File: src/rtl/mips_lsu.sv
`default_nettype none
// +------------------------------------------------------------------------+
// | Module : mips_lsu                                                      |
// | Load/store unit: word-aligned data-port access with lane formatting.   |
// | Option : LSU_UNALIGNED_EN enables LWL/LWR (ops 5/6).                   |
// | Rev    : 1.0  initial release                                          |
// +------------------------------------------------------------------------+
module mips_lsu #(
    parameter int unsigned STALL_TIMEOUT = 0
) (
    input  logic        clk,
    input  logic        rst,
    input  logic        req_valid,
    output logic        req_ready,
    input  logic [3:0]  req_op,
    input  logic [31:0] req_addr,
    input  logic [31:0] req_wdata,
    input  logic [31:0] req_rt_old,
    output logic        resp_valid,
    output logic [31:0] resp_rdata,
    output logic        resp_err,
    output logic [31:0] dp_address,
    output logic [31:0] writedata,
    output logic [3:0]  byteenable,
    output logic        read_dp,
    output logic        write_dp,
    input  logic [31:0] dp_readdata,
    input  logic        stall
);

    localparam logic [1:0] S_IDLE   = 2'd0;
    localparam logic [1:0] S_ACCESS = 2'd1;
    localparam logic [1:0] S_RESP   = 2'd2;

    localparam logic [3:0] OP_LB  = 4'd0;
    localparam logic [3:0] OP_LBU = 4'd1;
    localparam logic [3:0] OP_LH  = 4'd2;
    localparam logic [3:0] OP_LHU = 4'd3;
    localparam logic [3:0] OP_LW  = 4'd4;
`ifdef LSU_UNALIGNED_EN
    localparam logic [3:0] OP_LWL = 4'd5;
    localparam logic [3:0] OP_LWR = 4'd6;
`endif
    localparam logic [3:0] OP_SB  = 4'd8;
    localparam logic [3:0] OP_SH  = 4'd9;
    localparam logic [3:0] OP_SW  = 4'd10;

    logic [1:0]  state_q, state_d;
    logic [3:0]  op_q, op_d;
    logic [31:0] addr_q, addr_d;
    logic [31:0] wdata_q, wdata_d;
    logic [31:0] rdata_q, rdata_d;
    logic        err_q, err_d;
    logic [31:0] cnt_q, cnt_d;

    logic        w_req_legal;
    logic        w_req_misalign;
    logic        w_req_bad;
    logic        w_timeout;
    logic [1:0]  w_k;
    logic [7:0]  w_byte;
    logic [15:0] w_half;
    logic [31:0] w_load_data;
    logic [3:0]  w_be;
    logic [31:0] w_wdata;

`ifdef LSU_UNALIGNED_EN
    logic [31:0] rt_q, rt_d;
    logic [4:0]  w_lwl_shl;
    logic [4:0]  w_lwr_shr;
`else
    logic        w_unused_rt;
    assign w_unused_rt = ^req_rt_old;
`endif

    // Request classification; only ever feeds registers, never the memory side.
    always_comb begin
        w_req_legal    = 1'b0;
        w_req_misalign = 1'b0;
        case (req_op)
            OP_LB, OP_LBU, OP_SB: w_req_legal = 1'b1;
            OP_LH, OP_LHU, OP_SH: begin
                w_req_legal    = 1'b1;
                w_req_misalign = req_addr[0];
            end
            OP_LW, OP_SW: begin
                w_req_legal    = 1'b1;
                w_req_misalign = |req_addr[1:0];
            end
`ifdef LSU_UNALIGNED_EN
            OP_LWL, OP_LWR: w_req_legal = 1'b1;
`endif
            default: ;
        endcase
    end

    assign w_req_bad = !w_req_legal || w_req_misalign;

    always_comb begin
        w_timeout = 1'b0;
        if (STALL_TIMEOUT != 0) begin
            w_timeout = stall && ((cnt_q + 32'd1) == STALL_TIMEOUT);
        end
    end

    assign w_k    = addr_q[1:0];
    assign w_byte = dp_readdata[{w_k, 3'b000} +: 8];
    assign w_half = dp_readdata[{w_k[1], 4'b0000} +: 16];
`ifdef LSU_UNALIGNED_EN
    assign w_lwl_shl = {2'd3 - w_k, 3'b000};
    assign w_lwr_shr = {w_k, 3'b000};
`endif

    always_comb begin
        w_load_data = 32'h0;
        case (op_q)
            OP_LB:  w_load_data = {{24{w_byte[7]}}, w_byte};
            OP_LBU: w_load_data = {24'h0, w_byte};
            OP_LH:  w_load_data = {{16{w_half[15]}}, w_half};
            OP_LHU: w_load_data = {16'h0, w_half};
            OP_LW:  w_load_data = dp_readdata;
`ifdef LSU_UNALIGNED_EN
            // Memory lanes k..0 land in the top bytes; untouched bytes keep rt.
            OP_LWL: w_load_data = (dp_readdata << w_lwl_shl)
                                | (rt_q & ~(32'hFFFF_FFFF << w_lwl_shl));
            OP_LWR: w_load_data = (dp_readdata >> w_lwr_shr)
                                | (rt_q & ~(32'hFFFF_FFFF >> w_lwr_shr));
`endif
            default: w_load_data = 32'h0;
        endcase
    end

    always_comb begin
        w_be    = 4'b0000;
        w_wdata = 32'h0;
        case (op_q)
            OP_LB, OP_LBU: w_be = 4'b0001 << w_k;
            OP_LH, OP_LHU: w_be = 4'b0011 << w_k;
            OP_LW:         w_be = 4'b1111;
`ifdef LSU_UNALIGNED_EN
            OP_LWL:        w_be = 4'b1111 >> (2'd3 - w_k);
            OP_LWR:        w_be = 4'b1111 << w_k;
`endif
            OP_SB: begin
                w_be    = 4'b0001 << w_k;
                w_wdata = {4{wdata_q[7:0]}};
            end
            OP_SH: begin
                w_be    = 4'b0011 << w_k;
                w_wdata = {2{wdata_q[15:0]}};
            end
            OP_SW: begin
                w_be    = 4'b1111;
                w_wdata = wdata_q;
            end
            default: ;
        endcase
    end

    always_ff @(posedge clk) begin
        if (rst) begin
            state_q <= S_IDLE;
        end else begin
            state_q <= state_d;
        end
    end

    always_comb begin
        state_d = state_q;
        case (state_q)
            S_IDLE:   if (req_valid) state_d = w_req_bad ? S_RESP : S_ACCESS;
            S_ACCESS: if (!stall || w_timeout) state_d = S_RESP;
            S_RESP:   state_d = S_IDLE;
            default:  state_d = S_IDLE;
        endcase
    end

    always_comb begin
        op_d    = op_q;
        addr_d  = addr_q;
        wdata_d = wdata_q;
        rdata_d = rdata_q;
        err_d   = err_q;
        cnt_d   = cnt_q;
`ifdef LSU_UNALIGNED_EN
        rt_d    = rt_q;
`endif
        if (state_q == S_IDLE && req_valid) begin
            op_d    = req_op;
            addr_d  = req_addr;
            wdata_d = req_wdata;
            rdata_d = 32'h0;
            err_d   = w_req_bad;
            cnt_d   = 32'h0;
`ifdef LSU_UNALIGNED_EN
            rt_d    = req_rt_old;
`endif
        end else if (state_q == S_ACCESS) begin
            if (!stall) begin
                rdata_d = op_q[3] ? 32'h0 : w_load_data;
                err_d   = 1'b0;
            end else if (w_timeout) begin
                rdata_d = 32'h0;
                err_d   = 1'b1;
            end else begin
                cnt_d   = cnt_q + 32'd1;
            end
        end
    end

    always_ff @(posedge clk) begin
        if (rst) begin
            op_q    <= 4'h0;
            addr_q  <= 32'h0;
            wdata_q <= 32'h0;
            rdata_q <= 32'h0;
            err_q   <= 1'b0;
            cnt_q   <= 32'h0;
`ifdef LSU_UNALIGNED_EN
            rt_q    <= 32'h0;
`endif
        end else begin
            op_q    <= op_d;
            addr_q  <= addr_d;
            wdata_q <= wdata_d;
            rdata_q <= rdata_d;
            err_q   <= err_d;
            cnt_q   <= cnt_d;
`ifdef LSU_UNALIGNED_EN
            rt_q    <= rt_d;
`endif
        end
    end

    always_comb begin
        req_ready  = 1'b0;
        resp_valid = 1'b0;
        resp_rdata = 32'h0;
        resp_err   = 1'b0;
        read_dp    = 1'b0;
        write_dp   = 1'b0;
        dp_address = 32'h0;
        byteenable = 4'b0000;
        writedata  = 32'h0;
        case (state_q)
            S_IDLE: req_ready = 1'b1;
            S_ACCESS: begin
                read_dp    = !op_q[3];
                write_dp   = op_q[3];
                dp_address = {addr_q[31:2], 2'b00};
                byteenable = w_be;
                writedata  = w_wdata;
            end
            S_RESP: begin
                resp_valid = 1'b1;
                resp_rdata = rdata_q;
                resp_err   = err_q;
            end
            default: ;
        endcase
    end

endmodule
`default_nettype wire

File: config.mk
export PLATFORM = sky130hd
export DESIGN_NAME = mips_lsu
export DESIGN_NICKNAME = d
export VERILOG_FILES = /design/src/rtl/mips_lsu.sv
export SDC_FILE = /design/constraint.sdc
export NUM_CORES = 1
export LEC_CHECK = 0
export CELL_PAD_IN_SITES_DETAIL_PLACEMENT = 1
export CELL_PAD_IN_SITES_GLOBAL_PLACEMENT = 2
export CORE_ASPECT_RATIO = 1.1
export CORE_UTILIZATION = 20
export CTS_CLUSTER_DIAMETER = 120
export CTS_CLUSTER_SIZE = 16
export DETAILED_ROUTE_END_ITERATION = 16
export PLACE_DENSITY = 0.79
export SETUP_SLACK_MARGIN = 0.2
export SLEW_MARGIN = 25
export SYNTH_ARGS = -nofsm -noshare
export SYNTH_HDL_FRONTEND = slang
export SYNTH_SLANG_ARGS = --single-unit
File: constraint.sdc
create_clock -name clk -period 1.69 [get_ports clk]
set_input_delay 0.338 -clock clk [delete_from_list [all_inputs] [get_ports clk]]
set_output_delay 0.338 -clock clk [all_outputs]
set_load 0.01 [all_outputs]
==> metrics.yaml <==
number_of_buffers_inserted_by_port_buffering: 206
n_fill_cell: 2825
post_synth_instance_area_mm2: 0.005111
timing.critical_path.max_delay_family: "buffers and inverters"
synth_warnings: 0
min-delay-path-class: "register to register"
post-route-drc-count: 0
total_clock_buffers_created_by_cts: 9
grt_max_degree: 72
yosys.area.top_type_share_pct: 40.34
initial_core_util_pct: 20.29
place.gp.congestion: 0.7923
worst_skew_pair.late_latency_ns: 0.36
async_reset_ff_share_pct: 0
cp_slowest_stage_delay_ns: 0.38
worst_clock_skew_ns: 0.008375
dp_slack_ns: -0.5651
violations: "setup timing"
placed_cells: 1164
crit_path_top_delay_cell: "sky130_fd_sc_hd__dfxtp_4"
core-area_mm2: 0.02519
layout.area.seq_mm2: 0.002081
yosysTopAreaCell: "sky130_fd_sc_hd__dfxtp_1"
max_cap_viol_count: 0
worst_pin_slew_ns: 0.7170
final_cells: 1267
timing.final.crit_share_pct: 137.4
critical_path.cell_chain: "nor4bb_4, buf_4, buf_6, or2_4, buf_4, buf_4, a22oi_2, nor2_2, buf_2"
synth_top_cells_by_count: "sky130_fd_sc_hd__nand2_1, sky130_fd_sc_hd__dfxtp_1, sky130_fd_sc_hd__a21oi_1"
die_area_mm2: 0.02620
drt_wl_total_um: 24370
setup_viol: 132
synthDistinctLibCells: 51
drtPass1Iterations: 4
grt_setup_unrepaired: "true"
period_needed_ns: 2.322
wp_buf_inv: 5
detailed_place_hpwl_um: 14650
path_class: "register to primary output"
io_pins: 241
final_hold_viol_count: 0
finalWorstSetupSlack_ns: -0.6316
number_of_nets_in_the_finished_design: 1080
footprint_of_the_multi_input_gates_mm2: 0.003642
flow.area_growth_from_synthesis_pct: 104.2
mean_routed_wirelength_per_cell_um: 19.23
synth_edf_count: 0
synthTopCellsByArea: "sky130_fd_sc_hd__dfxtp_1, sky130_fd_sc_hd__nand2_1, sky130_fd_sc_hd__and2_1"
die_width_um: 154.4
result_of_the_run: "complete, but fails checks"
htree_num_levels: 3
drt.antenna.violating_nets: 0
grt_pass1_vias: 5923
data_arrival_time_of_the_critical_path_ns: 1.98
rows: 61
cts.sink_count: 103
post_synth.cell_area_avg_um2: 8.113
drt_iter0_drcs: 348
worst_slew_margin_rel_pct: 51.84
synthesis.instances: 630
synth_flop_cell: "sky130_fd_sc_hd__dfxtp_1"
gr-usage-all-layers_pct: 16.78
drive_above_1_share_pct: 51.48
ir_worst_vdd_uv: 479.2
cp_common_cell: "sky130_fd_sc_hd__buf_4"
cp_endpoint_kind: "primary output"
synth.ff_latch_count: 103
max-clock-path-buffers: 2
cts_tree: "built"
max_freq_mhz: 430.7
globalRouteOverflowTotal: 0
power-per-cell-area_mw_per_mm2: 667.2
timing_max_transition_violations_final: 0
crit_path_start_kind: "register"
die-height_um: 169.7
wire_length_of_the_first_global_routing_pass_um: 33870
synth_most_common_cell: "sky130_fd_sc_hd__nand2_1"
clkTransAtPathRegs_ns: 0.07
per_cell_via_count_in_the_routed_design: 4.725
required_ns: 1.35
synth_seq_area_share_pct: 40.34
worst-path-max-fanout: 5
grt_antenna_before_repair: 3
cts.root.buffer_cell: "sky130_fd_sc_hd__clkbuf_16"
power_leakage_nw: 4.275
via_count: 5987
## metrics by stage
step	utilization, %	setup TNS (ns)	instance area [um^2]	power (mW)	hold WS [ns]
after floorplan	-	0	5355	3.308	0.4242
after global placement	32.28	-42.32	8130	3.985	0.4366
after detailed placement	32.28	-45.43	8130	4.003	0.4422
after CTS	36.92	-38.22	9298	6.621	0.4571
after global routing	41.42	-54.69	10430	7.251	0.4833
final	41.45	-46.68	10440	6.965	0.4603
## final cells by class
class | count | share of cell area [%]
timing repair buffer | 357 | 38.43
multi-input combinational | 472 | 34.89
sequential | 103 | 19.93
tap | 315 | 3.776
clock buffer | 11 | 2.325
clock inverter | 4 | 0.5154
antenna | 4 | 0.09589
inverter | 1 | 0.03596
## sequential cells by signal (all words and copies together) (netlist names)
register  flops
wdata_q      32
state_q       2
rdata_q      32
op_q          4
err_q         1
addr_q       32
## tightest hold or removal path: cells and delay by family (launching register included)
kind,cells,cell delay [ns]
AOI/OAI and AO/OA,1,0.05
and+or+nand+nor,1,0.05
DFF,1,0.31
## placed cells by master (no fill, tap or decap), types with 6 or more instances in the layout
master and n:
sky130_fd_sc_hd__a21oi_1 44, sky130_fd_sc_hd__a21oi_2 35, sky130_fd_sc_hd__a221o_1 22, sky130_fd_sc_hd__a221oi_2 7, sky130_fd_sc_hd__a222oi_1 7, sky130_fd_sc_hd__a22o_1 14, sky130_fd_sc_hd__a22oi_2 7, sky130_fd_sc_hd__and2_4 71
sky130_fd_sc_hd__buf_12 22, sky130_fd_sc_hd__buf_16 8, sky130_fd_sc_hd__buf_2 27, sky130_fd_sc_hd__buf_4 48, sky130_fd_sc_hd__buf_6 130, sky130_fd_sc_hd__buf_8 11, sky130_fd_sc_hd__clkbuf_16 17, sky130_fd_sc_hd__clkdlybuf4s50_1 102
sky130_fd_sc_hd__dfxtp_1 96, sky130_fd_sc_hd__nand2_1 112, sky130_fd_sc_hd__nand2_2 17, sky130_fd_sc_hd__nand2_4 17, sky130_fd_sc_hd__nor2_1 13, sky130_fd_sc_hd__nor2_2 6, sky130_fd_sc_hd__nor2_4 6, sky130_fd_sc_hd__nor2b_1 8
sky130_fd_sc_hd__nor2b_4 8, sky130_fd_sc_hd__o2bb2ai_1 7
## logic make-up (layout without fill, tap and decap cells)
kind of cell | Yosys count | after routing | synth area share (%)
buffers and inverters | 56 | 373 | 5.067
AND/OR/NAND/NOR | 295 | 295 | 29.65
AO/OA/AOI/OAI | 162 | 162 | 22.08
other | 1 | 6 | 0.07337
multiplexers | 13 | 13 | 2.791
flip-flops | 103 | 103 | 40.34
## layer usage
layer,vias to the layer above,global-route usage [%],share of wire (%)
met1,2943,19.67,41
met2,173,29.10,50
li1,2831,-,-
met3,38,4.622,5.5
met5,-,0,0.049
met4,2,6.199,2.7
## path summary, 6_finish.rpt
kind / start / endpoint / slack, ns / cells after the start
worst min register to register: addr_q[31] / addr_q[31] / 0.46 / 2
worst max register to register: op_q[2] / rdata_q[9] / -0.30 / 10
worst max-delay path: op_q[1] / writedata[12] / -0.63 / 9
worst min-delay path: addr_q[31] / addr_q[31] / 0.46 / 2
## timing repair
| item | CTS | global route |
|---|---|---|
| setup endpoints to repair | 137 | 205 |
| pin swaps | 45 | 79 |
| gates resized for setup | 597 | 204 |
| hold buffers | 0 | 0 |
| cloned | 7 | 10 |
| setup buffers | 52 | 15 |
## report_power, final
group	leakage, nW	internal [mW]	switching, mW
registers	0.845	2.56	0.115
clock network	0.147	1.19	1.02
logic	3.28	1.16	0.918
Power figures use the tool's default switching activity.
